## config.mk

```make
export PLATFORM = sky130hd
export DESIGN_NAME = ddr3_playback_reader
export DESIGN_NICKNAME = d
export VERILOG_FILES = /design/src/rtl/ddr3_playback_reader.sv
export SDC_FILE = /design/constraint.sdc
export NUM_CORES = 1
export LEC_CHECK = 0
export BUFFER_PORTS_ARGS = -buffer_cell sky130_fd_sc_hd__buf_4
export CORE_UTILIZATION = 40
export CTS_BUF_LIST = sky130_fd_sc_hd__clkbuf_16
export DETAILED_ROUTE_END_ITERATION = 8
export RECOVER_POWER = 50
export SLEW_MARGIN = 20
export SYNTH_ARGS = -nofsm -noshare
export SYNTH_HDL_FRONTEND = slang
export SYNTH_SLANG_ARGS = --single-unit
```

## constraint.sdc

```tcl
create_clock -name clk -period 23.4 [get_ports clk]
set_input_delay 3.51 -clock clk [delete_from_list [all_inputs] [get_ports clk]]
set_output_delay 3.51 -clock clk [all_outputs]
set_load 0.02 [all_outputs]
```

## src/rtl/ddr3_playback_reader.sv

```systemverilog
// ddr3_playback_reader: fetches DDR3 words and plays them as DAC samples.
// Define PLAYBACK_LOOP_EN for continuous looping with a stop input.
module ddr3_playback_reader #(
   parameter int ADDR_W    = 29,
   parameter int DATA_W    = 256,
   parameter int SAMPLE_W  = 8,
   parameter int DAC_W     = 12,
   parameter int ADDR_STEP = 8,
   parameter int BUF_DEPTH = 2
) (
   input  logic              clk,
   input  logic              reset,
   input  logic              start,
   input  logic [ADDR_W-1:0] base_addr,
   input  logic [23:0]       num_words,
   input  logic [15:0]       sample_div,
`ifdef PLAYBACK_LOOP_EN
   input  logic              stop,
`endif
   input  logic              app_rdy,
   output logic              app_en,
   output logic [2:0]        app_cmd,
   output logic [ADDR_W-1:0] app_addr,
   input  logic [DATA_W-1:0] app_rd_data,
   input  logic              app_rd_data_valid,
   output logic [DAC_W-1:0]  ampl,
   output logic              sample_strobe,
   output logic              busy,
   output logic              done,
   output logic              underrun
);
   localparam int SPW   = DATA_W / SAMPLE_W;
   localparam int IDX_W = $clog2(SPW);
   localparam int PTR_W = $clog2(BUF_DEPTH);
   localparam int CNT_W = PTR_W + 1;
   localparam logic [CNT_W-1:0] DEPTH    = CNT_W'(BUF_DEPTH);
   localparam logic [IDX_W-1:0] LAST_IDX = IDX_W'(SPW - 1);

   typedef enum logic [1:0] {IDLE, FILL, PLAY, FINISH} state_t;
   state_t state, state_d;

   logic [23:0]         num_q;
   logic [23:0]         issued;
   logic [15:0]         div_q;
   logic [15:0]         div_cnt;
   logic [CNT_W-1:0]    count;
   logic [CNT_W-1:0]    outstanding;
   logic [CNT_W-1:0]    fill_target;
   logic [PTR_W-1:0]    wr_ptr;
   logic [PTR_W-1:0]    rd_ptr;
   logic [IDX_W-1:0]    idx;
   logic [DATA_W-1:0]   buf_mem [BUF_DEPTH];
   logic [SAMPLE_W-1:0] sample;
   logic active, issue_ok, accept, ret, push;
   logic tick, pop, last_pop;
`ifdef PLAYBACK_LOOP_EN
   logic              stop_q;
   logic [ADDR_W-1:0] base_q;
`else
   logic [23:0]       played;
`endif

   assign active = (state == FILL) || (state == PLAY);
   assign fill_target = (num_q >= 24'(BUF_DEPTH)) ?
                        DEPTH : num_q[CNT_W-1:0];

`ifdef PLAYBACK_LOOP_EN
   // after stop, fetch only if the current word is not yet on its way
   assign issue_ok = !stop_q ||
                     (count == '0 && outstanding == '0);
`else
   assign issue_ok = issued < num_q;
`endif

   assign app_en  = active && issue_ok &&
                    (count + outstanding < DEPTH);
   assign app_cmd = 3'b001;
   assign accept  = app_en && app_rdy;
   assign ret     = app_rd_data_valid && (state != IDLE) &&
                    (outstanding != '0);
   assign push    = ret && active;
   assign tick    = (state == PLAY) && (div_cnt == div_q - 16'd1);
   assign pop     = tick && (count != '0) && (idx == LAST_IDX);
   assign sample  = buf_mem[rd_ptr][32'(idx)*SAMPLE_W +: SAMPLE_W];

`ifdef PLAYBACK_LOOP_EN
   assign last_pop = pop && stop_q;
`else
   assign last_pop = pop && (played == num_q - 24'd1);
`endif

   assign busy = (state != IDLE);
   assign done = (state == FINISH) && (outstanding == '0);

   always_comb begin
      state_d = state;
      unique case (state)
         IDLE:    if (start)
                     state_d = (num_words == '0) ? FINISH : FILL;
         FILL:    if (count >= fill_target) state_d = PLAY;
         PLAY:    if (last_pop) state_d = FINISH;
         FINISH:  if (outstanding == '0) state_d = IDLE;
         default: state_d = IDLE;
      endcase
   end

   always_ff @(posedge clk) begin
      if (push) buf_mem[wr_ptr] <= app_rd_data;
   end

   always_ff @(posedge clk) begin
      if (reset) begin
         state         <= IDLE;
         num_q         <= '0;
         div_q         <= 16'd1;
         app_addr      <= '0;
         issued        <= '0;
         outstanding   <= '0;
         count         <= '0;
         wr_ptr        <= '0;
         rd_ptr        <= '0;
         idx           <= '0;
         div_cnt       <= '0;
         ampl          <= '0;
         sample_strobe <= 1'b0;
         underrun      <= 1'b0;
`ifdef PLAYBACK_LOOP_EN
         stop_q        <= 1'b0;
         base_q        <= '0;
`else
         played        <= '0;
`endif
      end else begin
         state         <= state_d;
         sample_strobe <= 1'b0;
         if (state == IDLE && start) begin
            num_q    <= num_words;
            div_q    <= (sample_div == '0) ? 16'd1 : sample_div;
            app_addr <= base_addr;
            issued   <= '0;
            idx      <= '0;
            underrun <= 1'b0;
`ifdef PLAYBACK_LOOP_EN
            base_q   <= base_addr;
            stop_q   <= 1'b0;
`else
            played   <= '0;
`endif
         end
`ifdef PLAYBACK_LOOP_EN
         if (busy && stop) stop_q <= 1'b1;
         if (accept) begin
            if (issued == num_q - 24'd1) begin
               issued   <= '0;
               app_addr <= base_q;
            end else begin
               issued   <= issued + 24'd1;
               app_addr <= app_addr + ADDR_W'(ADDR_STEP);
            end
         end
`else
         if (accept) begin
            issued   <= issued + 24'd1;
            app_addr <= app_addr + ADDR_W'(ADDR_STEP);
         end
`endif
         outstanding <= outstanding + CNT_W'(accept) - CNT_W'(ret);
         // leaving PLAY drops any prefetched words
         if (last_pop) begin
            count  <= '0;
            wr_ptr <= '0;
            rd_ptr <= '0;
         end else begin
            count <= count + CNT_W'(push) - CNT_W'(pop);
            if (push) wr_ptr <= wr_ptr + PTR_W'(1);
            if (pop)  rd_ptr <= rd_ptr + PTR_W'(1);
         end
         if (state != PLAY || tick) div_cnt <= '0;
         else                       div_cnt <= div_cnt + 16'd1;
         if (tick) begin
            if (count != '0) begin
               ampl          <= DAC_W'(sample);
               sample_strobe <= 1'b1;
               idx           <= idx + IDX_W'(1);
`ifndef PLAYBACK_LOOP_EN
               if (pop) played <= played + 24'd1;
`endif
            end else begin
               underrun <= 1'b1;
            end
         end
      end
   end
endmodule

```

# Word-level counts from Yosys, hierarchy flattened
# Memories as Yosys holds them, arrays and structs flattened. A register that Yosys moved wholly into a read port is not among the register bits.
# Index checks and enable logic that the tools add are counted.
# word_totals
inputBits	330
n_memories	1
register_bits	156
wordCells	101
mem_bits_rw	512
# memory_table
memory	depth	word_bits	read_ports	rd_clocked_by_memory_dff	wr	line	source
buf_mem	2	256	1	1	1	52	logic [DATA_W-1:0] buf_mem [BUF_DEPTH];
# op_classes
n_reduce_logical	27
eq_ne	11
mux	27
shift	1
n_bitwise	1
n_lt_le_gt_ge	4
n_addsub	14
# op_table
cell	count
256-bit by 9-bit indexed part select with 8-bit output	1
24-bit two-way mux	6
29-bit two-way mux	2
24-bit by 1-bit adder with 24-bit output (second input constant)	2
29-bit by 4-bit adder with 29-bit output (second input constant)	1
24-bit equality test	1
24-bit by 2-bit >= comparator with 1-bit output (second input constant)	1
24-bit logical NOT	1
24-bit less-than comparator	1
24-bit by 1-bit subtractor with 24-bit output (second input constant)	1
16-bit by 1-bit adder with 16-bit output (second input constant)	1
16-bit equality test	1
16-bit logical NOT	1
16-bit two-way mux	1
16-bit by 1-bit subtractor with 16-bit output (second input constant)	1
5-bit two-way mux	3
1-bit logical AND	12
2-bit two-way mux	6
1-bit two-way mux	8
2-bit case mux with 4 select lines	1
2-bit nonzero test	4
2-bit inequality test (second input constant)	3
2-bit OR reduction	3
5-bit by 1-bit adder with 5-bit output (second input constant)	1
other kinds (15)	22

# Longest topological paths before layout
# depth
depth_word	8
ltp_mapped	19
mapped_depth_nobuf	15

# Worst setup path after synthesis
# Ideal clock, no wire load.
# synth_timing
path_type	in2reg
start	input port app_rd_data_valid
end	memory buf_mem[0][0] (enable)
path_stages	3
t_arrival_ns	14.542
path_buffers	0
setup_ns	0.879
slack_ns	7.979
cell_sequence	nor3b_1 nand2_1 nor2_1
# synth_between
elab_chain_len	5
# synth_lines
element	line	source
start, declared	25	input logic app_rd_data_valid,
1-bit logical AND (2 in series)	79	assign ret = app_rd_data_valid && (state != IDLE) &&
1-bit logical AND	81	assign push = ret && active;
1-bit two-way mux	108	if (push) buf_mem[wr_ptr] <= app_rd_data;
1-bit two-way mux (implied by the code)	108	
end, declared	52	
# Every way passes these cells.

==> impl_metrics.csv <==
group,metric,value,unit
clock_network,cts_tree,"built",
cells_and_area,fin_nets,2739,
sta,setup-violations-final,0,
clock_network,clk_latency,620,ps
detailed_routing,drc,0,
yosys,synth-edff-count,512,
detailed_routing,num_vias,18782,
yosys,async_reset_ff_share,0,%
global_routing,grt_usage,20.3,%
yosys,synth_cell_types,69,
setup_path,worstPathArrival,8410,ps
yosys,yosysWarnings,0,
cells_and_area,drive_gt1_share,25.1,%
die,core_area,71900,µm²
sta,slew_headroom,-138,%
clock_network,cts_max_path_buffers,3,
die,die_area,74000,µm²
global_routing,met2_usage,33.3,%
outcome,status,"complete, but fails checks",
clock_network,hold_buffers,0,
global_routing,first_global_vias,18918,
die,fp.dieW,272,µm
global_routing,use_met3,7.09,%
clock_network,htree_levels,3,
cells_and_area,layout.area.seq,18500,µm²
job,max-cap-violations,3,
yosys,synth_top_area_cell,"edfxtp_1",
setup_path,cp.required,23880,ps
yosys,syn_inst,2006,
sta,fmax,126,MHz
clock_network,cts.sink_count,669,
sta,final_hold_viol_count,0,
sta,fin_crit,7930,ps
sta,grt_setup_unrepaired,"no",
yosys,synth_top_flop_cell,"edfxtp_1",
cells_and_area,multi_input_area,9990,µm²
sta,tightest_slew,3570,ps
yosys,synth-seq-cells,669,
outcome,violations,"max-capacitance violations, max-slew violations",
cells_and_area,design_area,35000,µm²
die,die_y,272,µm
placement,port_buffers,371,
sta,finalMaxSlewViolations,165,
sta,setup-tns-final,0,ps
die,io_pins,379,
detailed_routing,avgRoutedWirePerCell,22.4,µm
yosys,syn-cell-area,29100,µm²
yosys,syn_avg_cell_area,14.5,µm²
cells_and_area,area_growth,20.0,%
clock_network,path_clk_slew,50,ps
die,start_util,40.6,%
yosys,synth.most_common_cell,"edfxtp_1",
clock_network,post_cts_buffers,0,
global_routing,grt_antenna_before_repair,36,
setup_path,crit_type,"input pin to register",
power_and_ir_drop,p_leak,0.0117,µW
global_routing,grt_use_met1,25.7,%
global_routing,grt_overflow,0,
placement,dp_hpwl,52400,µm
clock_network,cts_resized,0,
setup_path,cp-start-kind,"input pin",
sta,worst_clock_skew,24.1,ps
global_routing,grt_pass1_wl,114000,µm
power_and_ir_drop,power.density,85.5,nW/µm²
yosys,yosys.area.top_type_share,52.7,%
placement,postPlaceCellArea,32900,µm²
global_routing,grt_max_degree,189,
power_and_ir_drop,vdd_drop_max,56.1,µV
yosys,synth_area_leaders,"edfxtp_1 (53%), mux4_2 (13%), dfxtp_1 (11%)",
clock_network,numCtsBuffers,77,
hold_path,hp-class,"register to register",
cells_and_area,nFillCells,6300,
yosys,synthTopCellsByCount,"edfxtp_1 (512), mux4_2 (168), dfxtp_1 (157)",
global_routing,busiest_layer,"met2",
sta,period_share,33.9,%
clock_network,root_buffer,"clkbuf_16",
setup_path,crit_fanout,73,
setup_path,worst_setup_path_end_kind,"register",
detailed_routing,routed_wirelength,75600,µm
detailed_routing,viasPerCell,5.55,
yosys,ys_seq_area_share,63.5,%
die,rows,98,
detailed_routing,ant_nets,0,
detailed_routing,dr.pass1.iters,6,
placement,place.gp.congestion,0.878,
detailed_routing,drt_first_iter_violations,1532,
flip-flops by register name, summed over array words and instances, names as in the netlist, named ones only:
register,flops
ampl,8
app_addr,29
buf_mem,512
count,2
div_cnt,16
div_q,16
idx,5
issued,24
num_q,24
outstanding,2
played,24
rd_ptr,1
sample_strobe,1
state,2
underrun,1
wr_ptr,1
logic make-up after synthesis:
kind of cell | after synthesis | synth area share (%)
mux | 187 | 13.7
buf+inv | 175 | 2.37
xor+xnor | 73 | 2.19
simple gates | 568 | 10.0
compound gates | 290 | 6.40
fa+ha+maj | 42 | 1.80
flops | 669 | 63.5
other cells | 2 | 0.0258
placed cells by master, fill, tap and decap left out, drive strengths merged, types with 9 or more instances in the layout:
master and count:
edfxtp 512, clkbuf 339, mux4 168, dfxtp 157, nand2 146, buf 137
nor2 107, a21oi 103, inv 80, o21ai 64, nand3 63, nand4 45
xnor2 42, ha 42, nor3 40, and3 34, xor2 31, clkinv 30
nor4 26, or3 20, a211oi 17, or4 17, mux2i 13, o211ai 12
or3b 12, o311ai 10, nor4b 10, nor3b 9, nor2b 9, a31oi 9
a21o 9, and2 9
stage by stage:
| step | power (µW) | std cells | utilization, % | worst slack [ps] | hold slack [ps] |
|---|---|---|---|---|---|
| 6_report | 2990 | 3384 | 48.7 | 15470 | 458 |
| 5_1_grt | 3110 | 3379 | 48.7 | 15090 | 499 |
| 4_1_cts | 3030 | 3374 | 49.2 | 16510 | 468 |
| 3_5_place_dp | 1880 | 3236 | 45.8 | 16810 | 460 |
| 3_3_place_gp | 1870 | 3236 | 45.8 | 16880 | 453 |
| 2_1_floorplan | 1700 | 2011 | - | 7980 | 443 |
layer usage:
layer	share of wire (%)	wire (µm)	vias to the layer above
met3	8.4	6380	159
met5	0.45	344	-
met4	2.2	1650	54
met2	49	37000	558
li1	-	-	8611
met1	40	30300	9400
cell type report:
class                           instances  share of cell area, %
Antenna cell                            8                 0.0572
Tap cell                              950                   3.40
Timing Repair Buffer                  397                   7.56
Clock buffer                           79                   5.65
Clock inverter                         59                   1.24
Sequential cell                       669                   52.9
Inverter                               55                  0.590
Multi-Input combinational cell       1167                   28.6
worst paths after layout:
| path | start | endpoint | slack (ps) | cells past startpoint |
|---|---|---|---|---|
| setup / recovery | reset | issued[22]$_SDFFE_PP0P_ | 15470 | 4 |
| setup reg to reg | register | ampl[6]$_SDFFE_PP0P_ | 19050 | 7 |
| hold / removal | underrun$_SDFF_PP0_ | underrun$_SDFF_PP0_ | 460 | 2 |
| hold reg to reg | underrun$_SDFF_PP0_ | underrun$_SDFF_PP0_ | 460 | 2 |
critical path, stage by stage:
cell	delay [ps]
clkbuf_1	1790
clkbuf_1	2630
a211oi_1	40
mux2_2	420
power breakdown:
group | switching (µW) | leakage [µW] | total [µW] | internal, µW
combinational | 282 | 0.00454 | 464 | 182
clock | 479 | 0.00127 | 1140 | 659
sequential | 53.5 | 0.00588 | 1390 | 1340
total | 814 | 0.0117 | 2990 | 2180
Power figures use the tool's default switching activity.
